[src/rtl/masked_q12_layer_if.sv]
// Share bus of the masked Q12 S-box layer: enable, input shares and output shares.
// Latency: none (wiring only); the slave side sets the pipeline depth.
// Backpressure: none; en stalls the whole pipeline. Lane n is bits [4n+3:4n] = {d,c,b,a}.
interface masked_q12_layer_if #(
    parameter int NB = 16
);
    logic            en;         // pipeline advance, 0 = hold every register
    logic            in_valid;   // input shares valid
    logic [4*NB-1:0] in1;        // input share 1
    logic [4*NB-1:0] in2;        // input share 2
    logic [4*NB-1:0] in3;        // input share 3
    logic            out_valid;  // output shares valid
    logic [4*NB-1:0] out1;       // output share 1
    logic [4*NB-1:0] out2;       // output share 2
    logic [4*NB-1:0] out3;       // output share 3

    modport master (
        output en, in_valid, in1, in2, in3,
        input  out_valid, out1, out2, out3
    );

    modport slave (
        input  en, in_valid, in1, in2, in3,
        output out_valid, out1, out2, out3
    );
endinterface

[src/rtl/masked_q12_layer.sv]
// Three-share, randomness-free masked layer of NB Q12 S-boxes (y = {d, c^db, b^d(b^c), a}).
// Latency: 1 + OUT_REG enabled cycles, one result per enabled cycle.
// Backpressure: none; en=0 freezes every register, so in_valid is ignored and out_valid holds.
// Ports: clk, rst_n (async active-low), bus (slave modport: en, in_valid, in1..3 -> out_valid, out1..3).
module masked_q12_layer #(
    parameter int NB      = 16,
    parameter int OUT_REG = 0
) (
    input  logic                 clk,
    input  logic                 rst_n,
    masked_q12_layer_if.slave    bus
);

    // Which output share owns the product d_k * b_i (and d_k * c_i).  Both
    // ownership maps are upper triangular in the share index with the same
    // diagonal, so for any fixed sharing of d the map (b,c) -> (y1,y2) on
    // shares is unitriangular and hence a bijection: the output sharing is
    // uniform without fresh randomness.
    function automatic int owner_b(input int i, input int k);
        case (i)
            0:       return 0;
            1:       return (k == 1) ? 1 : 0;
            default: return (k == 2) ? 2 : ((k == 0) ? 1 : 0);
        endcase
    endfunction

    function automatic int owner_c(input int i, input int k);
        case (i)
            0:       return 0;
            1:       return (k == 1) ? 1 : 0;
            default: return (k == 2) ? 2 : ((k == 1) ? 1 : 0);
        endcase
    endfunction

    logic [2:0][4*NB-1:0]   sh_in;
    logic [2:0][4*NB-1:0]   sh_s1;

    // Component slot p = 3*i + k of output share K sees only b_i, c_i and d_k.
    logic [NB-1:0][2:0][8:0] y1_comp_d, y1_comp_q;
    logic [NB-1:0][2:0][8:0] y2_comp_d, y2_comp_q;
    logic [NB-1:0][2:0]      a_d, a_q;
    logic [NB-1:0][2:0]      d_d, d_q;
    logic                    vld1_d, vld1_q;

    assign sh_in[0] = bus.in1;
    assign sh_in[1] = bus.in2;
    assign sh_in[2] = bus.in3;

    always_comb begin
        y1_comp_d = y1_comp_q;
        y2_comp_d = y2_comp_q;
        a_d       = a_q;
        d_d       = d_q;
        vld1_d    = vld1_q;
        if (bus.en) begin
            vld1_d = bus.in_valid;
            // Data registers load only on valid input, so after reset the
            // outputs stay zero until a real token arrives.
            if (bus.in_valid) begin
                for (int n = 0; n < NB; n++) begin
                    for (int s = 0; s < 3; s++) begin
                        a_d[n][s] = sh_in[s][4*n];
                        d_d[n][s] = sh_in[s][4*n+3];
                    end
                    for (int kk = 0; kk < 3; kk++) begin
                        for (int i = 0; i < 3; i++) begin
                            for (int k = 0; k < 3; k++) begin
                                y1_comp_d[n][kk][3*i+k] =
                                      ((owner_b(i, k) == kk) ? (sh_in[k][4*n+3] & sh_in[i][4*n+1]) : 1'b0)
                                    ^ ((owner_c(i, k) == kk) ? (sh_in[k][4*n+3] & sh_in[i][4*n+2]) : 1'b0)
                                    ^ ((i == kk && k == kk)  ? sh_in[i][4*n+1] : 1'b0);
                                y2_comp_d[n][kk][3*i+k] =
                                      ((owner_b(i, k) == kk) ? (sh_in[k][4*n+3] & sh_in[i][4*n+1]) : 1'b0)
                                    ^ ((i == kk && k == kk)  ? sh_in[i][4*n+2] : 1'b0);
                            end
                        end
                    end
                end
            end
        end
    end

    always_ff @(posedge clk or negedge rst_n) begin
        if (!rst_n) begin
            y1_comp_q <= '0;
            y2_comp_q <= '0;
            a_q       <= '0;
            d_q       <= '0;
            vld1_q    <= 1'b0;
        end else begin
            y1_comp_q <= y1_comp_d;
            y2_comp_q <= y2_comp_d;
            a_q       <= a_d;
            d_q       <= d_d;
            vld1_q    <= vld1_d;
        end
    end

    // Compression after the registers: three 3-input XORs feeding a fourth.
    always_comb begin
        sh_s1 = '0;
        for (int n = 0; n < NB; n++) begin
            for (int kk = 0; kk < 3; kk++) begin
                sh_s1[kk][4*n]   = a_q[n][kk];
                sh_s1[kk][4*n+1] = (^y1_comp_q[n][kk][2:0]) ^ (^y1_comp_q[n][kk][5:3]) ^ (^y1_comp_q[n][kk][8:6]);
                sh_s1[kk][4*n+2] = (^y2_comp_q[n][kk][2:0]) ^ (^y2_comp_q[n][kk][5:3]) ^ (^y2_comp_q[n][kk][8:6]);
                sh_s1[kk][4*n+3] = d_q[n][kk];
            end
        end
    end

    if (OUT_REG != 0) begin : g_out_reg
        logic [2:0][4*NB-1:0] out_d, out_q;
        logic                 vld2_d, vld2_q;

        always_comb begin
            out_d  = out_q;
            vld2_d = vld2_q;
            if (bus.en) begin
                vld2_d = vld1_q;
                if (vld1_q) begin
                    out_d = sh_s1;
                end
            end
        end

        always_ff @(posedge clk or negedge rst_n) begin
            if (!rst_n) begin
                out_q  <= '0;
                vld2_q <= 1'b0;
            end else begin
                out_q  <= out_d;
                vld2_q <= vld2_d;
            end
        end

        assign bus.out_valid = vld2_q;
        assign bus.out1      = out_q[0];
        assign bus.out2      = out_q[1];
        assign bus.out3      = out_q[2];
    end else begin : g_no_out_reg
        assign bus.out_valid = vld1_q;
        assign bus.out1      = sh_s1[0];
        assign bus.out2      = sh_s1[1];
        assign bus.out3      = sh_s1[2];
    end

endmodule

[src/flat_wrapper.sv]
// flat-port wrapper written by rule: the top's interface ports become plain ports
module masked_q12_layer_flat 
#(
    parameter int NB      = 16,
    parameter int OUT_REG = 0
)
  (clk, rst_n, bus_en, bus_in_valid, bus_in1, bus_in2, bus_in3, bus_out_valid, bus_out1, bus_out2, bus_out3);
  masked_q12_layer_if #(.NB(NB)) bus_i ();
  input  logic clk;
  input  logic rst_n;
  input wire logic [$bits(bus_i.en)-1:0] bus_en;
  input wire logic [$bits(bus_i.in_valid)-1:0] bus_in_valid;
  input wire logic [$bits(bus_i.in1)-1:0] bus_in1;
  input wire logic [$bits(bus_i.in2)-1:0] bus_in2;
  input wire logic [$bits(bus_i.in3)-1:0] bus_in3;
  output wire logic [$bits(bus_i.out_valid)-1:0] bus_out_valid;
  output wire logic [$bits(bus_i.out1)-1:0] bus_out1;
  output wire logic [$bits(bus_i.out2)-1:0] bus_out2;
  output wire logic [$bits(bus_i.out3)-1:0] bus_out3;
  assign bus_i.en = bus_en;
  assign bus_i.in_valid = bus_in_valid;
  assign bus_i.in1 = bus_in1;
  assign bus_i.in2 = bus_in2;
  assign bus_i.in3 = bus_in3;
  assign bus_out_valid = bus_i.out_valid;
  assign bus_out1 = bus_i.out1;
  assign bus_out2 = bus_i.out2;
  assign bus_out3 = bus_i.out3;
  masked_q12_layer #(.NB(NB), .OUT_REG(OUT_REG)) u_core (.clk(clk), .rst_n(rst_n), .bus(bus_i));
endmodule
[config.mk]
export PLATFORM = sky130hd
export DESIGN_NAME = masked_q12_layer_flat
export DESIGN_NICKNAME = d
export VERILOG_FILES = /design/src/rtl/masked_q12_layer_if.sv /design/src/rtl/masked_q12_layer.sv /design/src/flat_wrapper.sv
export SDC_FILE = /design/constraint.sdc
export NUM_CORES = 1
export LEC_CHECK = 0
export ABC_AREA = 1
export CAP_MARGIN = 20
export CORE_MARGIN = 4
export CORE_UTILIZATION = 47
export DETAILED_ROUTE_END_ITERATION = 12
export PLACE_DENSITY = 0.84
export SLEW_MARGIN = 30
export SYNTH_ARGS = -nofsm -noshare
export SYNTH_HDL_FRONTEND = slang
export SYNTH_SLANG_ARGS = --single-unit
[constraint.sdc]
create_clock -name clk -period 1.1 [get_ports clk]
set_clock_uncertainty 0.2 [all_clocks]
set_input_delay 0.11 -clock clk [delete_from_list [all_inputs] [get_ports clk]]
set_output_delay 0.11 -clock clk [all_outputs]
set_load 0.02 [all_outputs]
==> reports/results.txt <==
Status -> finished, violations left
Failing checks -> hold timing, setup timing
Drt wl/cell -> 20.6 um
Max Clk Rate -> 0.446 GHz
Post-Syn Instances -> 2350
Combinational fraction of design power -> 0.363
Synth warn -> 0
Register bit total from synthesis -> 385
Slew margin rel. -> 0.692
Antenna violations before repair -> 3
H-tree levels -> 2
Flop pwr share -> 0.344
Pre-CTS WS -> -0.846 ns
Min-delay worst type -> in -> async
CP max FO -> 3
Internal Power -> 33.3 mW
Share of cells above drive strength 1 -> 0.352
Synth top area share -> 0.514
Syn_nets -> 2546
Die ar. -> 0.0431 sq mm
Core ar. -> 0.0390 sq mm
Drt drc -> 0
IO Pins -> 389
Period Utilization, post-route -> 2.04
PnR worst setup slack -> -1.14 ns
Mapped cell area -> 0.0187 sq mm
Total GRT Usage -> 0.303
# fillers -> 2036
Avg Cell Area, Syn -> 7.97 sq um
VDD IR max -> 1390 uV
Worst-path clk slew -> 0.07 ns
Unique masters post-synth -> 20
Vias -> 21200
Max-cap violations -> 0
Crit path kind -> reg -> out
Switching part of the total -> 0.349
Vias in the first global route -> 21300
Worst r2r src -> u_core.y1_comp_q[277]
Leak -> 15.5 nW
RSZ-0062 raised after global routing -> true
Worst Setup Start Kind -> flip-flop
WP data required -> 0.79 ns
CP startpoint -> u_core.y1_comp_q[248]
DP HPWL -> 42000 um
Clk_lat worst skew -> 0.57 ns
Detailed Route Iter0 Violations -> 2065
Setup crit end kind -> output port
Largest net degree at the start of global routing -> 53
Hold Vio Cnt, Final -> 95
Routed Antenna Nets -> 0
Critical path buffers and inverters -> 2
Gp weighted congestion -> 0.880
Top Family by Delay on Critical Path -> simple AND/OR/NAND/NOR gates
CTS Root Cell -> clkbuf_16
Global-route wire length before repair -> 108000 um
Number of port buffers -> 388
Length in cells of the worst reg-to-reg path -> 5
Largest area contributor in the netlist -> dfrtp_1
Area delta synth->final -> 61.7%
Number of CTS-inserted buffers -> 43
Worst path depth -> 8
PwrDens -> 1690 mW/mm^2
Slew Viols, Final -> 0
Total overflow reported by the global router -> 0
TritonCTS clock tree -> done
CP cell instances -> nand2_2 -> inv_1 -> nor2_2 -> nand2_1 -> nand2_2 -> nor2_2 -> nor2_4 -> buf_6
Worst Max-Slew Pin Slew -> 0.459 ns
First-pass DRT Iterations -> 7
Wirelength, routed -> 77500 um
CP max-delay cell -> dfrtp_1
Die width -> 208 um
Rows -> 72
Sw power -> 17.8 mW
Worst EP arrival -> 1.93 ns
Vias per inst -> 5.63
Initial Util -> 0.480
Final setup viols -> 227
Hold Slack -> -0.263 ns
Sequential area share after synthesis -> 0.514
Register area -> 0.00964 sq mm
Fin nets -> 3411
Clk pwr share -> 0.293
Top post-synthesis cells by area -> dfrtp_1, nand2_1, inv_1, o22ai_1, xnor2_1
Die height -> 208 um
Area occupied by multi-input gates -> 0.00864 sq mm
Min Tclk post-route -> 2.24 ns
Clk sink count -> 385
Post-layout util -> 0.776
Slowest stage delay, CP -> 0.42 ns
CTS max path bufs -> 3
Overall power -> 51.1 mW
==> state kept, by name, indices dropped and copies added, names as in the netlist <==
name and flops:
u_core.bus.out1 32, u_core.y1_comp_q 176, u_core.bus.out_valid 1, u_core.bus.out2 32
u_core.y2_comp_q 112, u_core.bus.out3 32
==> synth_stat cells, drive strengths merged <==
cell    count
dfrtp     385
xnor2      59
nand3      87
a31oi       3
nand2     900
o21ai     126
a21oi      70
o22ai     160
xor2       55
o211ai      7
buf        87
inv       316
nor2       87
clkbuf      8
==> final cells by class <==
class                      instances  share of cell area
timing repair buffer             915               0.288
sequential                       385               0.318
antenna                            5            0.000413
clock buffer                      58              0.0394
multi-input combinational       1554               0.285
tap                              518              0.0214
clock inverter                    20             0.00719
inverter                         316              0.0395
==> kinds of logic (layout without fill, tap and decap cells) <==
group,count (synthesis),in the layout,share of synthesized area
and+or+nand+nor,1074,1074,0.224
DFF,385,385,0.514
other,0,5,0
AOI/OAI and AO/OA,366,366,0.110
buffers and inverters,411,1309,0.0986
xor gates and xnor gates,114,114,0.0533
==> stage by stage <==
step | instances | TNS, ns | hold slack, ns | instance area (sq um)
detailed placement | 3513 | -329.63 | -0.267 | 26000
finish | 3771 | -96.27 | -0.263 | 30300
global route | 3769 | -103.39 | -0.250 | 30300
floorplan | 2350 | -3.14 | -0.386 | 19100
global placement | 3513 | -305.40 | -0.269 | 26000
CTS | 3699 | -93.74 | -0.284 | 28900
==> repair_timing <==
action / CTS / global route
buffers inserted: 53 / 77
hold buffers: 57 / 4
endpoints found under the hold margin: 443 / 37
cloned: 1 / 0
endpoints found under the setup margin: 569 / 302
gates resized for setup: 1236 / 278
pin swaps: 98 / 123
==> path summary, 6_finish.rpt <==
kind / to / slack (ns)
setup / recovery: bus_out1[37] / -1.14
hold / removal: u_core.bus.out3[56] / -0.26
setup reg to reg: u_core.y1_comp_q[277] / -0.17
hold reg to reg: u_core.bus.out3[51] / 0.31
max in group asynchronous: u_core.y1_comp_q[88] / 0.29
min in group clk: u_core.bus.out_valid / -0.05
==> power by group through the flow <==
stage | Clock (mW) | Combinational (mW) | Sequential [mW]
6_report | 15.0 | 18.6 | 17.6
4_1_cts | 14.8 | 16.4 | 17.3
2_1_floorplan | 0 | 7.23 | 17.7
5_1_grt | 15.6 | 19.6 | 17.7
3_3_place_gp | 0 | 14.4 | 17.2
3_5_place_dp | 0 | 14.9 | 17.3
==> layer usage <==
| layer | global-route usage | routed length [um] |
|---|---|---|
| met3 | 0.0632 | 6990 |
| met1 | 0.340 | 26100 |
| met2 | 0.541 | 39000 |
| met4 | 0.160 | 5430 |
| met5 | 0 | 0 |
==> layout by cell type (no fill, tap or decap), types with 47 or more instances in the layout <==
cell               n
a21oi_1           70
buf_4            399
buf_6            236
clkdlybuf4s50_1  190
dfrtp_1          378
dlygate4sd3_1     60
inv_1            248
inv_2             66
nand2_1          710
nand2_2          180
nand3_1           62
nor2_1            47
o21ai_0           84
o22ai_1          131
(Power assumes the default switching activity.)
